`src/rtl/rvfpm_pkg.sv`:
```
// Shared opcode constants, FP-opcode decode and the buffered issue entry layout
// for the FPU issue buffer.
package rvfpm_pkg;

   localparam logic [6:0] OPC_LOAD_FP  = 7'b0000111;
   localparam logic [6:0] OPC_STORE_FP = 7'b0100111;
   localparam logic [6:0] OPC_MADD     = 7'b1000011;
   localparam logic [6:0] OPC_MSUB     = 7'b1000111;
   localparam logic [6:0] OPC_NMSUB    = 7'b1001011;
   localparam logic [6:0] OPC_NMADD    = 7'b1001111;
   localparam logic [6:0] OPC_OP_FP    = 7'b1010011;

   // Entry field widths; the top-level X_ID_WIDTH/XLEN defaults track these.
   localparam int unsigned ISSUE_ID_W = 4;
   localparam int unsigned ISSUE_XLEN = 32;

   typedef struct packed {
      logic [31:0]           instr;
      logic [ISSUE_ID_W-1:0] id;
      logic [ISSUE_XLEN-1:0] rs0;
   } issue_entry_t;

   function automatic logic is_fp(input logic [6:0] opc);
      logic fp;
      case (opc)
         OPC_LOAD_FP, OPC_STORE_FP, OPC_MADD, OPC_MSUB,
         OPC_NMSUB, OPC_NMADD, OPC_OP_FP: fp = 1'b1;
         default:                         fp = 1'b0;
      endcase
      return fp;
   endfunction

endpackage

```
`src/rtl/rvfpm_sync_fifo.sv`:
```
// Single-clock FIFO with registered pointers and count; flush clears all state
// and takes priority over push and pop.
module rvfpm_sync_fifo #(
   parameter type         T     = logic [7:0],
   parameter int unsigned DEPTH = 4
) (
   input  logic                     ck,
   input  logic                     rst,
   input  logic                     push,
   input  logic                     pop,
   input  logic                     flush,
   input  T                         wdata,
   output T                         rdata,
   output logic                     full,
   output logic                     empty,
   output logic [$clog2(DEPTH):0]   count
);

   localparam int unsigned PW     = $clog2(DEPTH);
   localparam logic [PW:0] FULL_C = (PW+1)'(DEPTH);
   localparam logic [PW:0] ONE_C  = (PW+1)'(1);
   localparam logic [PW-1:0] INC_C = PW'(1);

   T              mem_q [DEPTH];
   logic [PW-1:0] wr_ptr_q, wr_ptr_d;
   logic [PW-1:0] rd_ptr_q, rd_ptr_d;
   logic [PW:0]   count_q, count_d;
   logic          do_push, do_pop;

   assign full    = (count_q == FULL_C);
   assign empty   = (count_q == '0);
   assign count   = count_q;
   assign rdata   = mem_q[rd_ptr_q];
   assign do_push = push && !flush && !full;
   assign do_pop  = pop && !flush && !empty;

   always_comb begin
      wr_ptr_d = wr_ptr_q;
      rd_ptr_d = rd_ptr_q;
      count_d  = count_q;
      if (flush) begin
         wr_ptr_d = '0;
         rd_ptr_d = '0;
         count_d  = '0;
      end else begin
         if (do_push) wr_ptr_d = wr_ptr_q + INC_C;
         if (do_pop)  rd_ptr_d = rd_ptr_q + INC_C;
         case ({do_push, do_pop})
            2'b10:   count_d = count_q + ONE_C;
            2'b01:   count_d = count_q - ONE_C;
            default: count_d = count_q;
         endcase
      end
   end

   always_ff @(posedge ck or posedge rst) begin
      if (rst) begin
         wr_ptr_q <= '0;
         rd_ptr_q <= '0;
         count_q  <= '0;
      end else begin
         wr_ptr_q <= wr_ptr_d;
         rd_ptr_q <= rd_ptr_d;
         count_q  <= count_d;
      end
   end

   // Storage needs no reset: entries are only read once count says they are valid.
   always_ff @(posedge ck) begin
      if (do_push) mem_q[wr_ptr_q] <= wdata;
   end

endmodule

```
`src/rtl/rvfpm_issue_buffer.sv`:
```
// Issue-side front end of the FPU model: decodes FP opcodes, buffers accepted
// instructions and dispatches one per cycle under fpu_ready throttling.
module rvfpm_issue_buffer
   import rvfpm_pkg::*;
#(
   parameter int unsigned DEPTH      = 4,
   parameter int unsigned X_ID_WIDTH = ISSUE_ID_W,
   parameter int unsigned XLEN       = ISSUE_XLEN
) (
   input  logic                       ck,
   input  logic                       rst,
   input  logic                       issue_valid,
   output logic                       issue_ready,
   input  logic [31:0]                issue_instr,
   input  logic [X_ID_WIDTH-1:0]      issue_id,
   input  logic [XLEN-1:0]            issue_rs0,
   output logic                       issue_resp_accept,
   input  logic                       flush,
   input  logic                       fpu_ready,
   output logic                       fpu_enable,
   output logic [31:0]                fpu_instruction,
   output logic [X_ID_WIDTH-1:0]      fpu_id,
   output logic [XLEN-1:0]            fpu_data_fromXreg,
   output logic [$clog2(DEPTH):0]     occupancy
);

   issue_entry_t              wr_entry, head;
   logic                      full, empty, push, pop;
   logic                      fpu_enable_q, fpu_enable_d;
   logic [31:0]               fpu_instr_q, fpu_instr_d;
   logic [X_ID_WIDTH-1:0]     fpu_id_q, fpu_id_d;
   logic [XLEN-1:0]           fpu_data_q, fpu_data_d;

   assign issue_resp_accept = is_fp(issue_instr[6:0]);
   // Deliberately not qualified by a same-cycle pop: a full buffer refuses issue.
   assign issue_ready       = !rst && !flush && !full;
   assign push              = issue_valid && issue_ready && issue_resp_accept;
   assign pop               = !empty && fpu_ready && !flush;

   assign wr_entry.instr = issue_instr;
   assign wr_entry.id    = issue_id;
   assign wr_entry.rs0   = issue_rs0;

   rvfpm_sync_fifo #(
      .T     (issue_entry_t),
      .DEPTH (DEPTH)
   ) u_fifo (
      .ck    (ck),
      .rst   (rst),
      .push  (push),
      .pop   (pop),
      .flush (flush),
      .wdata (wr_entry),
      .rdata (head),
      .full  (full),
      .empty (empty),
      .count (occupancy)
   );

   always_comb begin
      fpu_enable_d = pop;
      fpu_instr_d  = fpu_instr_q;
      fpu_id_d     = fpu_id_q;
      fpu_data_d   = fpu_data_q;
      if (pop) begin
         fpu_instr_d = head.instr;
         fpu_id_d    = head.id;
         fpu_data_d  = head.rs0;
      end
   end

   always_ff @(posedge ck or posedge rst) begin
      if (rst) begin
         fpu_enable_q <= 1'b0;
         fpu_instr_q  <= '0;
         fpu_id_q     <= '0;
         fpu_data_q   <= '0;
      end else begin
         fpu_enable_q <= fpu_enable_d;
         fpu_instr_q  <= fpu_instr_d;
         fpu_id_q     <= fpu_id_d;
         fpu_data_q   <= fpu_data_d;
      end
   end

   assign fpu_enable        = fpu_enable_q;
   assign fpu_instruction   = fpu_instr_q;
   assign fpu_id            = fpu_id_q;
   assign fpu_data_fromXreg = fpu_data_q;

endmodule

```
`config.mk`:
```
export PLATFORM = sky130hd
export DESIGN_NAME = rvfpm_issue_buffer
export DESIGN_NICKNAME = d
export VERILOG_FILES = /design/src/rtl/rvfpm_pkg.sv /design/src/rtl/rvfpm_sync_fifo.sv /design/src/rtl/rvfpm_issue_buffer.sv
export SDC_FILE = /design/constraint.sdc
export NUM_CORES = 1
export LEC_CHECK = 0
export CORE_MARGIN = 1.5
export CORE_UTILIZATION = 56
export CTS_CLUSTER_SIZE = 24
export DETAILED_ROUTE_END_ITERATION = 10
export GPL_TIMING_DRIVEN = 0
export PLACE_DENSITY_LB_ADDON = 0.08
export REMOVE_ABC_BUFFERS = 1
export SYNTH_ARGS = -nofsm -noshare
export SYNTH_HDL_FRONTEND = slang
export SYNTH_SLANG_ARGS = --single-unit
```
`constraint.sdc`:
```
create_clock -name ck -period 4.1 [get_ports ck]
set_input_delay 0.82 -clock ck [delete_from_list [all_inputs] [get_ports ck]]
set_output_delay 0.82 -clock ck [all_outputs]
set_load 0.03 [all_outputs]
```
# After elaboration in Yosys (flattened, before gate mapping)
# Memories as Yosys holds them, arrays and structs flattened. A register that Yosys moved wholly into a read port is not among the register bits.
# Index checks and enable logic that the tools add are counted.
# W data, S select, Z words.
[totals]
register_bits = 8
mem_bits_rw = 272
in_bits = 73
output_inout_bits = 74
wordCells = 47
mem_count = 1
[memory_table]
columns = ["memory", "words", "word_bits", "rd", "rd_ports_with_merged_regs", "write_ports", "line_no", "text"]
rows = [
  ["u_fifo.mem_q", 4, 68, 1, 1, 1, "rvfpm_sync_fifo.sv:24", "T mem_q [DEPTH];"],
]
[op_classes]
add_sub_neg = 4
eq_ne = 10
n_mux = 9
n_reduce_logical = 19
[op_table]
columns = ["operator", "n"]
rows = [
  ["$eq A7 B7 Y1 const B", 5],
  ["$logic_and A1 B1 Y1", 10],
  ["$mux W2", 4],
  ["$eq A7 B3 Y1 const B", 1],
  ["$eq A7 B6 Y1 const B", 1],
  ["$reduce_or A7 Y1", 1],
  ["$pmux W3 S2", 1],
  ["$add A2 B1 Y2 const B", 2],
  ["$logic_not A1 Y1", 4],
  ["$reduce_bool A2 Y1", 2],
  ["$add A3 B1 Y3 const B", 1],
  ["$eq A3 B3 Y1 const B", 1],
  ["$logic_not A3 Y1", 1],
  ["$mux W1", 3],
  ["$mux W3", 1],
  ["$reduce_bool A3 Y1", 1],
  ["$sub A3 B1 Y3 const B", 1],
  ["$eq A2 B1 Y1 const B", 1],
  ["$eq A2 B2 Y1 const B", 1],
]

# Logic depth before layout (Yosys ltp)
[logic_depth]
depth_word = 10
ltp_mapped = 12
ltp_nobuf = 10

# Hierarchy
# A second synthesis with hierarchy kept.
[hier_totals]
hier_cells = 577
area_unflattened_um2 = 12974.9
[by_module_without_submodules]
columns = ["module", "n_inst", "cells_each", "area_each_um2"]
rows = [
  ["rvfpm_sync_fifo", 1, 422, 10371.2],
  ["rvfpm_issue_buffer", 1, 155, 2603.7],
]

# Least setup slack after synthesis
# No wires, ideal clock.
[synth_timing]
kind = "input-to-reg"
start = "in flush"
end = "mem u_fifo.mem_q[0][0] (netlist bit) (enable)"
setup_ps = 434
arrival_ps = 3435
required_time_ps = 3666
slack_ps = 231
cell_stages = 6
path_buffers = 2
path_cell_list = "clkbuf_1 -> nor3b_1 -> nand2_2 -> nor3_1 -> buf_2 -> and2_1"
[synth_via]
elab_chain_cells = 9
[synth_lines]
columns = ["element", "line_no", "text"]
rows = [
  ["start: declaration", "rvfpm_issue_buffer.sv:18", "input logic flush,"],
  ["$logic_not A1 Y1 (*)", "rvfpm_sync_fifo.sv:34, rvfpm_issue_buffer.sv:36", ""],
  ["$logic_and A1 B1 Y1 (2 in series)", "rvfpm_issue_buffer.sv:36", "assign issue_ready = !rst && !flush && !full;"],
  ["$logic_and A1 B1 Y1 (2 in series)", "rvfpm_issue_buffer.sv:37", "assign push = issue_valid && issue_ready && issue_resp_accept;"],
  ["$logic_and A1 B1 Y1 (*) (2 in series)", "rvfpm_sync_fifo.sv:34", "assign do_push = push && !flush && !full;"],
  ["$mux W1 (*)", "rvfpm_sync_fifo.sv:70", "if (do_push) mem_q[wr_ptr_q] <= wdata;"],
  ["$mux W1 (implied by the code) (*)", "rvfpm_sync_fifo.sv:70", ""],
  ["end: declaration", "rvfpm_sync_fifo.sv:24", ""],
]
# Every way passes the cells marked *; elsewhere a longest branch is shown, timed or not.

# Final worst setup path
[layout_timing]
start = "in flush"
end = "reg u_fifo.count_q[2], in the netlist u_fifo.count[2]"
[layout_via]
elab_chain_cells = 10
[layout_lines]
columns = ["element", "line_no", "text"]
rows = [
  ["$logic_not A1 Y1", "-", ""],
  ["$logic_and A1 B1 Y1 (2 in series)", "rvfpm_issue_buffer.sv:36", ""],
  ["$logic_and A1 B1 Y1 (2 in series)", "rvfpm_issue_buffer.sv:37", ""],
  ["$logic_and A1 B1 Y1 (2 in series)", "rvfpm_sync_fifo.sv:34", ""],
  ["$eq A2 B1 Y1 / $eq A2 B2 Y1 (equally long branches)", "rvfpm_sync_fifo.sv:48", "case ({do_push, do_pop})"],
  ["$pmux W3 S2", "rvfpm_sync_fifo.sv:48", ""],
  ["$mux W3", "rvfpm_sync_fifo.sv:41", "if (flush) begin"],
  ["end signal: assignment", "rvfpm_sync_fifo.sv:64", "count_q <= count_d;"],
  ["end: declaration", "rvfpm_sync_fifo.sv:27", "logic [PW:0] count_q, count_d;"],
]
# Several ways; a longest one is shown, not always the timed one.
# A chain may end at the register's enable or synchronous reset.

==> flow_metrics.env <==
export IMPL_cap_violations=0
export IMPL_synth_cell_type_count=37
export IMPL_use_met3_pct=4.259
export IMPL_synth_flop_cell="edfxtp_1"
export IMPL_timing_reg2reg_worst_path_depth=8
export IMPL_vias_per_cell=5.840
export IMPL_grt_first_pass_wirelength_um=36920
export IMPL_cp_end_kind="flop"
export IMPL_syn_area_um2=12900
export IMPL_cts_hold_buffers=0
export IMPL_tritoncts_clock_tree="done"
export IMPL_setup_viol_count_final=0
export IMPL_crit_buf_inv=1
export IMPL_antenna_cells_inserted=0
export IMPL_timing_hold_worst_class="reg2reg"
export IMPL_globalRoute_busiestLayer="met2"
export IMPL_req_time_crit_path_ns=4.47
export IMPL_cell_chain_of_the_critical_path="clkdlybuf4s50_1 > nor3b_1 > nand2_2 > nor3_4 > nor3_1 > fa_1 > nor3b_1 > a211o_1 > or4_1"
export IMPL_vias_in_the_first_global_route=6608
export IMPL_clock_root_buffer="clkbuf_16"
export IMPL_fp_coreArea_um2=22640
export IMPL_pin_count_of_the_biggest_net_entering_global_routing=53
export IMPL_rows=55
export IMPL_ant_nets=0
export IMPL_num_io_pins=147
export IMPL_worstMarginPinSlew_ns=0.8666
export IMPL_timing_critical_path_slowest_cell_delay_ns=0.72
export IMPL_grt_ovfl_total=0
export IMPL_layout_cells_non_filler=1046
export IMPL_die_area_um2=23960
export IMPL_path_class="in2reg"
export IMPL_worst_clock_skew_ns=0.01215
export IMPL_gp_congestion=0.7937
export IMPL_worstPathArrival_ns=4.26
export IMPL_worstSkewPairLatency_ns=0.50
export IMPL_grt_total_usage_pct=20.64
export IMPL_die_width_um=154.8
export IMPL_report_power_total_w=0.01021
export IMPL_avgRoutedWirePerCell_um=22.48
export IMPL_critical_path_reg2reg_endpoint="u_fifo.count[2]"
export IMPL_finalHoldViolations=0
export IMPL_cts_buffers=35
export IMPL_worst_setup_hold_path_clk_slew_ns=0.06
export IMPL_finalCritPeriodShare_pct=94.79
export IMPL_cts_sinks=348
export IMPL_detailed_route_iter0_violations=345
export IMPL_critical_path_peak_fanout=16
export IMPL_irDropWorstVdd_v=0.0003710
export IMPL_setup_ws_ns=0.2134
export IMPL_fmaxAchievable_mhz=257.3
export IMPL_yosysWarningCount=0
export IMPL_met1_usage_pct=27.80
export IMPL_pwr_density_cell_nw_per_um2=641.6
export IMPL_effective_utilization_at_floorplan_pct=56.99
export IMPL_worstHoldPathCells=1
export IMPL_final_util_pct=70.28
export IMPL_postSynth_asyncResetShare_pct=21.84
export IMPL_num_nets_final=813
export IMPL_n_fill_cell=1347
export IMPL_globalRouteMet2Util_pct=34.71
export IMPL_r2r_setup_slack_ns=1.02
export IMPL_setup_tns_ns=0
export IMPL_finalCriticalPeriod_ns=3.887
export IMPL_timing_hold_worst_endpoint="fpu_data_fromXreg[20]"
export IMPL_avgSynthCellArea_um2=22.68
export IMPL_route_final_wire_length_um=23520
export IMPL_synth_enable_flop_cells=272
export IMPL_slew_headroom_pct=42.09
export IMPL_yosys_area_top_type="edfxtp_1"
export IMPL_number_of_iterations_in_the_first_detailed_routing_pass=6
export IMPL_remaining_drc_errors=0
export IMPL_pins_over_slew_limit=0
export IMPL_cp_slowest_cell="clkdlybuf4s50_1"
export IMPL_start_kind="input pin"
export IMPL_crit_family="simple AND/OR/NAND/NOR gates"
export IMPL_synth_top_cells_by_area="edfxtp_1, dfrtp_1, mux4_2"
export IMPL_timing_hold_worst_start="fpu_data_fromXreg[20]"
export IMPL_share_of_the_yosys_chip_area_belonging_to_registers_pct=78.04
export IMPL_post_route_cells_drive_above_1_share_pct=26.54
export IMPL_clk_path_buf_depth=3
export IMPL_synth_seq_cells=348
export IMPL_cts_post_setup_buffers_inserted=0
export IMPL_detailedPlacementHpwl_um=13440
export IMPL_path_common_cell="nor3b_1"
export IMPL_post_synth_top_area_fraction_pct=63.30
export IMPL_port_buffer_count=146
export IMPL_floorplan_die_height_um=154.8
export IMPL_outcome="completed"
export IMPL_post_synth_inst_count=569
export IMPL_post_place_ws_ns=-0.8382
export IMPL_cts_max_level=2
export IMPL_placed_cells_incl_taps=983
export IMPL_layout_area_overhead_vs_synth_pct=23.32
export IMPL_antenna_found_initial=0
export IMPL_grt_setup_unrepaired="no"
export IMPL_leakage_nw=5.333
export IMPL_dr_total_vias=6109
export IMPL_r2r_start="u_fifo.count[0]"
-- through the flow --
step                      cell area [µm²]  hold WS [ns]
final                               15910        0.4901
after global routing                15910        0.5054
after CTS                           15910        0.4913
after detailed placement            14850        0.4819
after global placement              14610        0.4710
after floorplan                     12790        0.5382
-- report_power, final --
group	leakage, nW	switching, W	internal, W
logic	1.45	0.00134	0.00146
registers	3.36	0.000333	0.00418
clock network	0.521	0.00121	0.00168
total	5.33	0.00289	0.00732
-- how the worst max path moves through the flow --
| stage | from | endpoint | cells past startpoint |
|---|---|---|---|
| finish | flush | u_fifo.count[2] | 9 |
| global route | flush | u_fifo.count[2] | 9 |
| CTS | flush | u_fifo.count[2] | 9 |
| detailed placement | flush | u_fifo.count[2] | 9 |
| global placement | flush | fpu_data_fromXreg[16] | 3 |
| floorplan | fpu_ready | fpu_data_fromXreg[0] | 3 |
-- state kept, by name, summed over array words and instances, names as in the netlist --
signal and flops:
fpu_enable 1, u_fifo.rd_ptr_q 2, fpu_instruction 32, u_fifo.wr_ptr_q 2
u_fifo.count 3, fpu_id 4, fpu_data_fromXreg 32, u_fifo.mem_q 272
-- synthesized netlist by cell type, types with 2 or more instances --
| master | n |
|---|---|
| buf_2 | 10 |
| nor4_1 | 2 |
| edfxtp_1 | 272 |
| clkbuf_1 | 15 |
| nand2_1 | 4 |
| nor2_1 | 9 |
| dfrtp_1 | 76 |
| nor3b_1 | 3 |
| mux2i_1 | 2 |
| ha_1 | 4 |
| a21oi_1 | 2 |
| mux4_2 | 68 |
| inv_1 | 4 |
| nand3b_1 | 2 |
| nor3_1 | 3 |
| and2_1 | 5 |
| mux2_1 | 2 |
| mux2_2 | 67 |
-- repair_timing --
item,in CTS,in global routing
endpoints found under the hold margin,0,0
resized for setup,1,1
pin swaps,0,0
endpoints found under the setup margin,1,1
-- placed cells by master (no fill, tap or decap), types with 5 or more instances in the layout --
cell,count
clkinv_2,7
clkinv_1,8
clkbuf_16,37
mux2_2,67
edfxtp_1,272
clkbuf_1,9
nor2_1,8
mux4_2,68
dfrtp_1,74
clkdlybuf4s50_1,146
buf_12,5
-- routing by layer --
metal,wire [µm],up-vias,part of all wire [%]
li1,-,2652,-
met1,9722,3221,41
met2,12150,199,52
met3,1203,37,5.1
met4,439,0,1.9
met5,0,-,0
-- layout make-up --
| type | instances | area, µm² | area share, % |
|---|---|---|---|
| tap | 285 | 356.6 | 2.241 |
| sequential | 348 | 10080 | 63.33 |
| clock inverter | 15 | 65.06 | 0.4089 |
| inverter | 4 | 17.52 | 0.1101 |
| timing repair buffer | 155 | 1672 | 10.51 |
| multi-input combinational | 191 | 2736 | 17.20 |
| clock buffer | 48 | 987.2 | 6.204 |
-- logic make-up after synthesis --
family,count (synthesis),share of synthesized area (%)
AND/OR/NAND/NOR,36,1.571
XOR/XNOR,3,0.3103
multiplexers,139,18.05
adder cells (fa/ha/maj),5,0.5431
flip-flops,348,78.04
AO/OA/AOI/OAI,8,0.5140
buffers and inverters,30,0.9697
No activity file was read; power rests on OpenSTA's default activity.
